**config.mk**
```make
export PLATFORM = sky130hd
export DESIGN_NAME = cnstr_sample_driver
export DESIGN_NICKNAME = d
export VERILOG_FILES = /design/src/rtl/cnstr_sample_driver.sv
export SDC_FILE = /design/constraint.sdc
export NUM_CORES = 1
export LEC_CHECK = 0
export BUFFER_PORTS_ARGS = -buffer_cell sky130_fd_sc_hd__buf_2
export CORE_ASPECT_RATIO = 1.2
export CORE_MARGIN = 2
export CORE_UTILIZATION = 39
export DETAILED_ROUTE_END_ITERATION = 7
export GPL_ROUTABILITY_DRIVEN = 1
export GPL_TIMING_DRIVEN = 0
export SLEW_MARGIN = 40
export SYNTH_ARGS = -nofsm -noshare
export SYNTH_HDL_FRONTEND = slang
export SYNTH_SLANG_ARGS = --single-unit
```
**constraint.sdc**
```tcl
create_clock -name clk -period 5.6 [get_ports clk]
set_input_delay 1.12 -clock clk [delete_from_list [all_inputs] [get_ports clk]]
set_output_delay 1.12 -clock clk [all_outputs]
set_load 0.01 [all_outputs]
```
**src/rtl/cnstr_sample_driver.sv**
```systemverilog
// Constrained-random sample driver: builds W-bit candidates from a Galois LFSR,
// hands each to an external checker and streams the accepted ones downstream.
//   state | meaning
//   IDLE  | waiting for start / seed_load
//   GEN   | one 32-bit LFSR word per cycle into cand_out
//   CHECK | consume checker verdict, accept or count a reject
//   OUT   | hold accepted sample until downstream takes it
//   FIN   | one-cycle done pulse
module cnstr_sample_driver #(
    parameter int          W         = 64,
    parameter int          MAX_TRIES = 1024,
    parameter logic [31:0] DEF_SEED  = 32'hACE1_0001
) (
    input  logic          clk,
    input  logic          rst_n,
    input  logic          start,
    input  logic          seed_load,
    input  logic [31:0]   seed_in,
    input  logic [15:0]   num_samples,
    output logic [W-1:0]  cand_out,
    input  logic          chk_result,
    output logic          sample_valid,
    output logic [W-1:0]  sample_data,
    input  logic          sample_ready,
    output logic          busy,
    output logic          done,
    output logic          fail,
    output logic [15:0]   accept_cnt,
    output logic [31:0]   try_cnt
);

    localparam int          NW   = W / 32;
    localparam int          WIDX = (NW > 1) ? $clog2(NW) : 1;
    localparam logic [31:0] MASK = 32'h8020_0003;

    typedef enum logic [2:0] {IDLE, GEN, CHECK, OUT, FIN} state_t;

    state_t            state_q;
    logic [31:0]       lfsr_q;
    logic [31:0]       lfsr_d;
    logic [WIDX-1:0]   word_q;
    logic [W-1:0]      cand_q;
    logic [W-1:0]      sample_q;
    logic              valid_q;
    logic              busy_q;
    logic              done_q;
    logic              fail_q;
    logic [15:0]       acc_q;
    logic [15:0]       acc_d;
    logic [31:0]       try_q;
    logic [31:0]       rej_q;
    logic [31:0]       rej_d;
    logic [15:0]       nsamp_q;

    always_comb begin
        lfsr_d = {1'b0, lfsr_q[31:1]} ^ (lfsr_q[0] ? MASK : 32'h0);
        rej_d  = rej_q + 32'd1;
        acc_d  = acc_q + 16'd1;
    end

    always_ff @(posedge clk) begin
        if (!rst_n) begin
            state_q  <= IDLE;
            lfsr_q   <= DEF_SEED;
            word_q   <= '0;
            cand_q   <= '0;
            sample_q <= '0;
            valid_q  <= 1'b0;
            busy_q   <= 1'b0;
            done_q   <= 1'b0;
            fail_q   <= 1'b0;
            acc_q    <= '0;
            try_q    <= '0;
            rej_q    <= '0;
            nsamp_q  <= '0;
        end else begin
            case (state_q)
                IDLE: begin
                    // a seed loaded in the start cycle is what GEN advances from
                    if (seed_load)
                        lfsr_q <= (seed_in == 32'h0) ? DEF_SEED : seed_in;
                    if (start) begin
                        nsamp_q <= num_samples;
                        acc_q   <= '0;
                        try_q   <= '0;
                        rej_q   <= '0;
                        fail_q  <= 1'b0;
                        word_q  <= '0;
                        busy_q  <= 1'b1;
                        if (num_samples == 16'd0) begin
                            done_q  <= 1'b1;
                            state_q <= FIN;
                        end else begin
                            state_q <= GEN;
                        end
                    end
                end
                GEN: begin
                    lfsr_q                  <= lfsr_d;
                    cand_q[32*word_q +: 32] <= lfsr_d;
                    if (word_q == WIDX'(NW - 1)) begin
                        word_q  <= '0;
                        state_q <= CHECK;
                    end else begin
                        word_q <= word_q + 1'b1;
                    end
                end
                CHECK: begin
                    if (try_q != 32'hFFFF_FFFF)
                        try_q <= try_q + 32'd1;
                    if (chk_result) begin
                        sample_q <= cand_q;
                        valid_q  <= 1'b1;
                        state_q  <= OUT;
                    end else begin
                        rej_q <= rej_d;
                        if (rej_d >= 32'(MAX_TRIES)) begin
                            fail_q  <= 1'b1;
                            done_q  <= 1'b1;
                            state_q <= FIN;
                        end else begin
                            state_q <= GEN;
                        end
                    end
                end
                OUT: begin
                    if (sample_ready) begin
                        valid_q <= 1'b0;
                        acc_q   <= acc_d;
                        rej_q   <= '0;
                        if (acc_d == nsamp_q) begin
                            done_q  <= 1'b1;
                            state_q <= FIN;
                        end else begin
                            state_q <= GEN;
                        end
                    end
                end
                FIN: begin
                    done_q  <= 1'b0;
                    busy_q  <= 1'b0;
                    state_q <= IDLE;
                end
                default: state_q <= IDLE;
            endcase
        end
    end

    assign cand_out     = cand_q;
    assign sample_data  = sample_q;
    assign sample_valid = valid_q;
    assign busy         = busy_q;
    assign done         = done_q;
    assign fail         = fail_q;
    assign accept_cnt   = acc_q;
    assign try_cnt      = try_q;

endmodule

```
## Word level (Yosys, flattened, before mapping)

Cells that the tools add are included.

| operators by class | value |
|---|---|
| add/sub/neg operators | 5 |
| order comparisons | 1 |
| eq/ne operators | 16 |
| shifts and indexed selects | 2 |
| multiplexer cells | 38 |
| bitwise gates (word level) | 1 |
| reduce and logical (&&, ||, !) cells | 22 |

Operators with widths:

| kind | number |
|---|---|
| two-way mux 32 bit | 7 |
| case mux 32 bit (2 select lines) | 2 |
| case mux 32 bit (3 select lines) | 1 |
| adder 32 x 1 -> 32 bit (second input constant) | 2 |
| bitwise mux 64 bit | 1 |
| variable shift 32 x 34 -> 64 bit (first input constant) | 1 |
| indexed part select 32 x 34 -> 64 bit | 1 |
| negation 6 -> 34 bit | 1 |
| >= comparator 32 x 11 -> 1 bit (second input constant) | 1 |
| logical NOT 32 bit | 1 |
| two-way mux 16 bit | 2 |
| inequality test 32 bit (second input constant) | 1 |
| case mux 16 bit (2 select lines) | 1 |
| bitwise XOR 31 x 32 -> 32 bit | 1 |
| two-way mux 3 bit | 7 |
| inequality test 2 bit (second input constant) | 10 |
| adder 16 x 1 -> 16 bit (second input constant) | 1 |
| equality test 16 bit | 1 |
| logical NOT 16 bit | 1 |
| case mux 3 bit (4 select lines) | 1 |
| AND reduction 3 bit | 4 |
| two-way mux 1 bit | 11 |
| AND reduction 2 bit | 5 |
| nonzero test 2 bit | 5 |
| 11 further kinds | 16 |

| storage, ports and cells | value |
|---|---|
| flip-flop bits (word level) | 264 |
| output and inout port bits | 180 |

## Longest topological paths before layout

Gate-level depths: netlist of run 1.

| logic depth | value |
|---|---|
| depth after elaboration | 5 |
| gate-level depth with buffers | 11 |
| depth with buffers taken out | 9 |

## Worst setup path after synthesis of run 1

OpenSTA, ideal clock, no wires.

| timing | value |
|---|---|
| kind | input port to flip-flop |
| start point | input start |
| end point | register try_q[26], in the netlist try_cnt[26] |
| setup time | 128 ps |
| arrival time | 2,575 ps |
| setup slack | 2,897 ps |
| cell stages on the path | 9 |
| path buffers | 2 |
| cell sequence | and2_1 buf_2 nor2_1 or4b_1 clkbuf_1 nor3_2 nand3_1 xor2_1 nor2_1 |

| between the ends | value |
|---|---|
| word-level cells in the longest chain between the ends | 2 |

Ends and longest elaborated chain:

| item | line | source |
|---|---|---|
| start: declaration | 16 | `input logic start,` |
| inequality test 2 bit (no source line) | - |  |
| AND reduction 3 bit (no source line) | - |  |
| end signal: assignment | 110 | `try_q <= try_q + 32'd1;` |
| end: declaration | 50 | `logic [31:0] try_q;` |

No other way between the ends.
A chain may end at the register's enable or synchronous reset.

## Final worst setup path of run 1

| timing | value |
|---|---|
| start point | register rej_q[0] |
| end point | register fail_q, in the netlist fail |

| between the ends | value |
|---|---|
| word-level cells in the longest chain between the ends | 4 |

Ends and longest elaborated chain:

| item | line | source |
|---|---|---|
| start: declaration | 51 | `logic [31:0] rej_q;` |
| start signal: assignment | 116 | `rej_q <= rej_d;` |
| adder 32 x 1 -> 32 bit | 57 | `rej_d = rej_q + 32'd1;` |
| >= comparator 32 x 11 -> 1 bit | 117 | `if (rej_d >= 32'(MAX_TRIES)) begin` |
| inequality test 2 bit (no source line) | - |  |
| AND reduction 4 bit (no source line) | - |  |
| end signal: assignment | 71 | `fail_q <= 1'b0;` |
| end signal: assignment | 87 | `fail_q <= 1'b0;` |
| end signal: assignment | 118 | `fail_q <= 1'b1;` |
| end: declaration | 47 | `logic fail_q;` |

No other way between the ends.

==> key figures, run 1 <==
Run status
  – Status: finished, final reports clean

Timing
  – Final period util: 56.9%
  – Tmin final: 3.19 ns
  – Max-slew violation count: 0
  – Clock skew: around 0.016 ns
  – Highest clock rate: 314 MHz
  – Slew headroom: between 40% and 50%
  – Final setup vio count: 0
  – Post-route setup TNS: 0 ns
  – Final count of hold timing violations: 0
  – RSZ-0062 raised after global routing: no
  – Worst-margin pin slew: 0.873 ns

Finish
  – Nets@finish: 1819
  – Commonest non-fill, non-tap cell in the layout: nand2_1
  – Most frequent cells in the layout: nand2_1, dfxtp_1, buf_2
  – Diodes inserted: 0
  – Area Overhead vs Synth: 23.0%
  – Layout cell share with drive strength beyond 1: between 10% and 20%
  – Fillers: 3013

Clock network
  – Reg clk slew, reported paths: about 0.060 ns
  – Setup bufs post-CTS: 0
  – Max Root-Sink Buffers: 3
  – Root Driver: clkbuf_16
  – CTS Buf Count: 28
  – Clock sinks: 264
  – # H-tree levels: 1
  – Clock latency on the worst-skew pair: ~0.56 ns
  – CTS Hold Bufs: 0
  – CTS tree: yes
  – Post-cts gate resize count: 0

Synthesis
  – Syn. warnings: 0
  – Seq cells post-synth: ~260
  – Syn nets: 1557
  – Prevailing post-synth register cell: dfxtp_1
  – Seq/Total Area, Yosys: 45.7%
  – Post-synth ARST share: 0%
  – Yosys cell types: 63
  – EDFF count, synth: 0
  – Syn avg cell area: 7.70 sq um
  – Post-Syn Instances: 1500
  – Mapped cell area: around 0.012 sq mm

Drt
  – DR DRC count: 0
  – Routed vias/inst: 5.35
  – Final antenna-violating net count: 0
  – Routed WL per cell: 17.5 microns
  – First-pass iteration count of the detailed router: 6
  – Max layer used: met4
  – Met2 wire len: 18.5 mm
  – Routed wl met3: between 2 and 2.5 mm
  – Via count: 11600
  – WL met1: ~16 mm
  – First-iteration detailed-routing DRC count: roughly 800
  – WL final: 37.9 mm

Floorplanning
  – Die height: 193 microns
  – Row cnt: 69
  – I/O pin total: between 200 and 250
  – Die Area: ~0.031 sq mm
  – Starting Density: 39.4%
  – CORE AREA: 0.0294 sq mm
  – Die width: 161 microns

Place
  – Dpl hpwl: 28.8 mm
  – Port Buf Inserts: 232
  – Gpl congestion: 0.937

Global route
  – Grt total ovfl: 0
  – Vias in the first global route: 10700
  – Tot GR Track Use: a little under a quarter
  – First-pass GRT wire length: 58.4 mm
  – Pin count of the biggest net entering global routing: 15
  – Initial antenna violation count: 0

Critical path
  – Crit-path cells: ha_1 -> nand3_2 -> or4_4 -> buf_6 -> o31a_1 -> or4b_1 -> nor4_1 -> nand2b_1 -> a21oi_1
  – Crit path DAT: 3.60 ns
  – Critical path type: flip-flop to flip-flop
  – Critical path required time: 6.02 ns
  – Worst setup EP type: flip-flop
  – Startpoint Class: flip-flop
  – Crit path max fanout: 10
  – Max incr delay on CP: 0.56 ns
  – Worst path slowest cell: or4_4
  – R2r setup slk: 2.41 ns

Power
  – VDD IR max: 0.245 mV
  – Psw: about 1.3 mW
  – Gate power share: 12.8%
  – Switching Fraction: 28.3%
  – Leakage power: 5.40 nW
  – Final total power: 4.62 mW
  – PwrDens: 325 mW/mm^2
  – P_int: 3.31 mW
  – Seq pwr share: a little under half
  – Clock power frac: 42.1%

Worst hold path
  – Worst Hold Class: flip-flop to flip-flop

Job
  – Max Cap Viol: 0
==> power groups by stage <==
stage | Combinational, mW | Sequential (mW) | Clock [mW]
finish | 0.589 | 2.08 | 1.94
global route | 0.653 | 2.09 | 2.06
CTS | 0.586 | 2.08 | 1.98
detailed placement | 0.584 | 2.12 | 0
global placement | 0.580 | 2.12 | 0
floorplan | 0.360 | 2.09 | 0
==> final timing paths <==
kind	from	to	cells past startpoint
worst max register to register	rej_q[0]	fail	9
worst min register to register	sample_data[40]	sample_data[40]	2
worst min-delay path	sample_data[40]	sample_data[40]	2
worst max-delay path	rej_q[0]	fail	9
==> critical path, delay by kind of cell (launching register included) <==
kind	cells	cell delay (ns)
buf+inv	1	0.16
compound gates	2	0.40
flops	1	0.37
fa+ha+maj	1	0.26
simple gates	5	1.87
==> registers in the layout (all words and copies together), names as in the netlist <==
signal and cells:
accept_cnt 16, busy 1, cand_out 64, done 1, fail 1, lfsr_q 32, nsamp_q 16, rej_q 32
sample_data 64, sample_valid 1, state_q 3, try_cnt 32, word_q 1
==> metal layers <==
metal | track usage (%) | vias up
met2 | 41.4 | 371
met5 | 0 | -
met4 | 8.89 | 0
li1 | - | 5719
met3 | 3.29 | 79
met1 | 29.1 | 5467
==> Yosys cell counts, types with 6 or more instances <==
master | n | area share (%)
o221ai_1 | 7 | 0.53
inv_1 | 14 | 0.45
nor2_1 | 107 | 3.5
a31oi_1 | 7 | 0.38
nor3_1 | 26 | 1.1
and4_1 | 8 | 0.61
xor2_1 | 30 | 2.3
a21oi_1 | 221 | 9.6
nand4_1 | 24 | 1.3
a22oi_1 | 28 | 1.8
a211oi_1 | 10 | 0.65
or3_1 | 22 | 1.2
nor4_1 | 27 | 1.5
or2_2 | 6 | 0.32
and3_1 | 13 | 0.70
o21ai_0 | 45 | 1.9
xnor2_1 | 36 | 2.7
nand2b_1 | 6 | 0.32
dfxtp_1 | 264 | 46
nand2_1 | 382 | 12
and2_1 | 7 | 0.38
nand3_1 | 42 | 1.8
clkbuf_1 | 85 | 2.8
==> stage by stage <==
step	setup WS (ns)	util, %	instances	hold WS [ns]	cell area (sq um)
5_1_grt	2.12	48.4	2174	0.468	14200
3_5_place_dp	2.30	45.0	2122	0.444	13200
6_report	2.41	48.4	2174	0.449	14200
3_3_place_gp	2.27	45.0	2122	0.434	13200
2_1_floorplan	2.90	-	1500	0.448	11600
4_1_cts	2.33	48.3	2174	0.452	14200
==> layout make-up <==
class	instances	area (sq um)	share of cell area [%]
multi-input combinational	1126	5870	41.3
clock buffer	34	753	5.30
tap	390	488	3.43
timing repair buffer	232	1160	8.17
sequential	264	5290	37.2
clock inverter	18	214	1.51
buffer	95	378	2.66
inverter	15	56.3	0.396
==> cells by family after synthesis <==
family                     share of synthesized area, %
and+or+nand+nor                                    27.9
AOI/OAI and AO/OA                                  17.0
DFF                                                45.7
buffers and inverters                              3.75
xor gates and xnor gates                           5.00
muxes                                             0.271
adders and majority gates                         0.325
Note: power is estimated with default switching activity, not from simulation.
==> run 2: changes to the inputs <==
==> constraint.sdc (replaced) <==
create_clock -name clk -period 3 [get_ports clk]
set_input_delay 0.6 -clock clk [delete_from_list [all_inputs] [get_ports clk]]
set_output_delay 0.6 -clock clk [all_outputs]
set_load 0.01 [all_outputs]
==> run 2 against run 1 <==
Compared with the run above:
- design area up 1.1%
- sequential share of layout area down 0.38 points
- critical path depth down 1
- utilization up 0.55 points
- clock skew up 0.00067 ns
- largest power group unchanged
==> key figures, run 2 (same netlist as run 1, synthesis figures left out) <==
Power
  – PwrDens: 600 mW/mm^2
  – Leakage power: around 5.5 nW
  – Final total power: 8.63 mW
  – VDD IR max: 0.457 mV

Global route
  – Tot GR Track Use: approximately a quarter
  – First-pass GRT wire length: 58.5 mm
  – Grt total ovfl: 0
  – Initial antenna violation count: 0
  – Vias in the first global route: 10700
  – Pin count of the biggest net entering global routing: 15

Finish
  – Final Core Density: roughly half
  – Nets@finish: between 1500 and 2000
  – Commonest non-fill, non-tap cell in the layout: nand2_1
  – Diodes inserted: 0
  – Most frequent cells in the layout: nand2_1, dfxtp_1, buf_2
  – Layout cell share with drive strength beyond 1: approximately a fifth
  – Area Overhead vs Synth: 24.4%

Timing
  – Final setup vio count: 0
  – Final count of hold timing violations: 0
  – Clock skew: about 0.016 ns
  – Final worst slack: 0.0851 ns
  – Worst-margin pin slew: between 0.9 and 1 ns
  – Max-slew violation count: 0
  – Min Hold Slack: 0.302 ns
  – Final period util: 97.2%
  – Tmin final: 2.91 ns
  – Highest clock rate: approximately 340 MHz
  – Post-route setup TNS: 0 ns
  – Slew headroom: 39.1%

Place
  – Port Buf Inserts: about 230
  – Dpl hpwl: 28.8 mm
  – Gpl congestion: 0.937
  – Pre-CTS setup slack: -0.259 ns

Clock network
  – CTS tree: yes
  – Reg clk slew, reported paths: 0.06 ns
  – CTS Hold Bufs: 0
  – Clock latency on the worst-skew pair: 0.56 ns
  – # H-tree levels: 1
  – Max Root-Sink Buffers: 3
  – Root Driver: clkbuf_16
  – CTS Buf Count: 28
  – Clock sinks: 264

Worst hold path
  – Worst Hold Class: input port to flip-flop
  – Hold path cells: 3
  – Worst hold path startpoint: num_samples[9]
  – Hold path endpoint: nsamp_q[9]

Floorplanning
  – Die height: 193 microns
  – CORE AREA: 0.0294 sq mm
  – Row cnt: 69
  – I/O pin total: 234
  – Die Area: between 0.03 and 0.04 sq mm
  – Starting Density: 39.4%
  – Die width: 161 microns

Drt
  – DR DRC count: 0
  – First-pass iteration count of the detailed router: 6
  – First-iteration detailed-routing DRC count: 867
  – Routed WL per cell: approximately 18 microns
  – WL final: 38.2 mm
  – Routed vias/inst: 5.39
  – Via count: 11700
  – Final antenna-violating net count: 0

Critical path
  – Reg2Reg Capture Point: fail
  – Crit path max-delay family: simple AND/OR/NAND/NOR gates
  – Crit path buffers/inverters: 1
  – Startpoint Class: flip-flop
  – R2r setup slk: 0.09 ns
  – Crit path max fanout: 10
  – Worst setup EP type: flip-flop
  – Crit-path cells: nand4_4 -> or4_4 -> buf_6 -> o31a_1 -> or4b_1 -> nor4_2 -> nand2b_4 -> a21oi_1
  – Crit path DAT: 3.33 ns
  – Critical path type: flip-flop to flip-flop
  – Critical path required time: ~3.4 ns
  – Worst path slowest cell: or4b_1
  – Max incr delay on CP: 0.56 ns
  – R2R depth: 8
  – R2r startpoint: rej_q[8]

Run status
  – Status: finished, final reports clean

Job
  – Max Cap Viol: 0
run 2: cell types whose count changed in the layout (fill, tap and decap cells not counted), moves of 3 or more:
| cell | change |
|---|---|
| nor4_1 | -3 |
| nor4_2 | +3 |
| buf_4 | +7 |
| clkbuf_1 | -3 |
| nor3_4 | +3 |
| dfxtp_1 | -3 |
run 2: worst max path at each step:
stage	startpoint	to	slack (ns)	depth (start not counted)
floorplan	rej_q[0]	fail	0.30	9
global placement	state_q[1]	try_cnt[27]	-0.21	10
detailed placement	state_q[1]	try_cnt[27]	-0.26	10
CTS	rej_q[0]	fail	0.02	9
global route	rej_q[14]	fail	-0.01	9
finish	rej_q[8]	fail	0.09	8
run 2: per-layer routing:
layer | GRT usage (%) | share of wire, % | vias up
met4 | 8.89 | 3.3 | 0
met3 | 3.29 | 6.3 | 78
li1 | - | - | 5726
met2 | 41.4 | 49 | 404
met1 | 29.1 | 41 | 5529
met5 | 0 | 0 | -
run 2: metrics by stage:
stage | area, sq um | instances
after global placement | 13200 | 2122
after detailed placement | 13200 | 2122
after CTS | 14200 | 2174
final | 14400 | 2179
after floorplan | 11600 | 1500
after global routing | 14400 | 2179
run 2: timing repair:
action,in CTS,in global routing
endpoints found under the setup margin,18,28
gates resized for setup,8,20
pin swaps,0,5
setup buffers,0,7
run 2: area by class of cell:
class	count	area (sq um)
fill	2995	15000
multi-input combinational	1126	5980
sequential	264	5290
timing repair buffer	239	1210
clock buffer	34	753
tap	390	488
buffer	93	372
clock inverter	18	214
inverter	15	56.3
run 2: report_power, final:
part | switching, mW | internal, mW
registers | 0.214 | 3.68
logic | 0.750 | 0.360
clock network | 1.48 | 2.14
run 2: worst reg2reg max path: cells and delay by family (launching register included):
family,cells,cell delay (ns)
and+or+nand+nor,5,1.84
AOI/OAI and AO/OA,2,0.37
DFF,1,0.43
buffers and inverters,1,0.16
==> run 3: changes to the inputs <==
==> constraint.sdc (replaced) <==
create_clock -name clk -period 3 [get_ports clk]
set_input_delay 0.15 -clock clk [delete_from_list [all_inputs] [get_ports clk]]
set_output_delay 0.15 -clock clk [all_outputs]
set_load 0.01 [all_outputs]
==> run 3 against run 2 <==
Compared with the run above:
- clock power is essentially flat
- combinational power grew 5%
- setup slack lost 0.015 ns
- critical endpoint unchanged
- clock skew shrank 0.00093 ns
- total power grew 0.52%
- clock-buffer cell count is the same
- first-iteration DRC count shrank 1.6%
- hold slack lost 0.19 ns
==> key figures, run 3 (same netlist as run 1, synthesis figures left out) <==
Global route
  – Vias in the first global route: 10900
  – Pin count of the biggest net entering global routing: 15
  – Initial antenna violation count: 0
  – Grt total ovfl: 0
  – First-pass GRT wire length: 59.5 mm
  – Tot GR Track Use: between 20% and 30%

Finish
  – Commonest non-fill, non-tap cell in the layout: nand2_1
  – Nets@finish: 1873
  – Reg area: 0.00529 sq mm
  – Fin cells: 2228
  – Diodes inserted: 0
  – Fillers: 2932
  – Most frequent cells in the layout: nand2_1, dfxtp_1, buf_2
  – Final Core Density: 50.6%
  – Area Overhead vs Synth: 28.6%
  – Layout cell share with drive strength beyond 1: a little under a fifth
  – Area occupied by multi-input gates: roughly 0.006 sq mm

Clock network
  – # H-tree levels: 1
  – CTS Buf Count: 28
  – Clock sinks: 264
  – CTS tree: yes
  – Root Driver: clkbuf_16
  – Reg clk slew, reported paths: about 0.06 ns
  – Max Root-Sink Buffers: 3
  – Clock latency on the worst-skew pair: 0.56 ns

Run status
  – Status: finished, final reports clean

Timing
  – Slew headroom: 39.7%
  – Tmin final: 2.93 ns
  – Max-slew violation count: 0
  – Highest clock rate: 341 MHz
  – Worst-margin pin slew: 0.905 ns
  – Clock skew: ~0.015 ns
  – Final period util: a little over nine tenths
  – Final count of hold timing violations: 0
  – Final setup vio count: 0

Place
  – Placed insts: 2122
  – Gpl congestion: 0.937
  – Port Buf Inserts: roughly 230
  – Dpl hpwl: 28.8 mm

Floorplanning
  – Die width: 161 microns
  – Die height: 193 microns
  – Starting Density: 39.4%
  – CORE AREA: 0.0294 sq mm
  – Die Area: 0.0310 sq mm
  – I/O pin total: between 200 and 250
  – Row cnt: 69

Drt
  – Via count: 11900
  – Routed WL per cell: about 17 microns
  – DR DRC count: 0
  – WL final: between 30 and 40 mm
  – Routed vias/inst: 5.34
  – Final antenna-violating net count: 0
  – First-iteration detailed-routing DRC count: about 850
  – First-pass iteration count of the detailed router: 5

Critical path
  – Crit path DAT: 3.35 ns
  – R2R depth: 8
  – R2r setup slk: approximately 0.070 ns
  – Reg2Reg Capture Point: fail
  – Crit path max fanout: 7
  – Startpoint Class: flip-flop
  – Critical path type: flip-flop to flip-flop
  – R2r startpoint: rej_q[6]
  – Critical path required time: 3.42 ns
  – Worst setup EP type: flip-flop

Worst hold path
  – Hold path cells: 2
  – Worst hold path startpoint: rst_n
  – Worst Hold Class: input port to flip-flop
  – Hold path endpoint: rej_q[28]

Power
  – Leakage power: 5.71 nW
  – VDD IR max: ~0.42 mV
  – PwrDens: slightly below 600 mW/mm^2

Job
  – Max Cap Viol: 0
[run 3: cell type report]
class / instances / share of cell area, %
flip-flops and latches: 264 / 35.6
clock buffers: 34 / 5.07
inverters: 15 / 0.379
clock inverters: 18 / 1.44
plain buffers: 93 / 2.49
well taps: 390 / 3.28
multi-input cells: 1126 / 40.2
repair buffers: 288 / 11.5
[run 3: critical path, stage by stage (launching register included)]
cell      delay (ns)
dfxtp_1         0.46
nand4_1         0.35
nor2_1          0.48
and4b_1         0.31
a31oi_1         0.12
or4b_1          0.52
nor4_2          0.29
nand2b_4        0.20
a21oi_1         0.07
[run 3: worst max-delay path by stage]
stage	to	cells after the start	start
finish	fail	8	rej_q[6]
global route	fail	9	rej_q[14]
detailed placement	try_cnt[27]	10	state_q[1]
CTS	fail	9	rej_q[0]
global placement	try_cnt[27]	10	state_q[1]
floorplan	fail	9	rej_q[0]
[run 3: through the flow]
| stage | hold WS (ns) | TNS, ns | instance area [sq um] | worst slack, ns | total power, mW |
|---|---|---|---|---|---|
| 2_1_floorplan | 0.286 | 0 | 11600 | 0.304 | 4.58 |
| 3_3_place_gp | 0.404 | -1.62 | 13200 | -0.206 | 5.05 |
| 3_5_place_dp | 0.413 | -1.93 | 13200 | -0.259 | 5.05 |
| 4_1_cts | 0.0884 | 0 | 14700 | 0.0243 | 8.73 |
| 5_1_grt | 0.0969 | -0.0112 | 14900 | -0.0112 | 9.04 |
| 6_report | 0.109 | 0 | 14900 | 0.0701 | 8.67 |
[run 3: where the power goes]
group,internal [mW],total [mW],leakage [nW],switching [mW]
combinational,0.401,1.16,3.10,0.758
clock,2.14,3.61,0.478,1.47
sequential,3.68,3.90,2.14,0.216
[run 3: what timing repair did]
| item | CTS | global route |
|---|---|---|
| hold buffers | 49 | 0 |
| buffers inserted | 0 | 7 |
| pin swaps | 0 | 5 |
| setup endpoints to repair | 18 | 25 |
| gates resized for setup | 8 | 17 |
| endpoints found under the hold margin | 49 | 0 |
[run 3: layer usage]
metal	vias to the layer above	track usage [%]	routed length [microns]
li1	5833	-	-
met1	5575	29.1	15900
met2	406	42.6	19100
met3	84	3.40	2380
met4	0	9.13	1360
met5	-	0	0
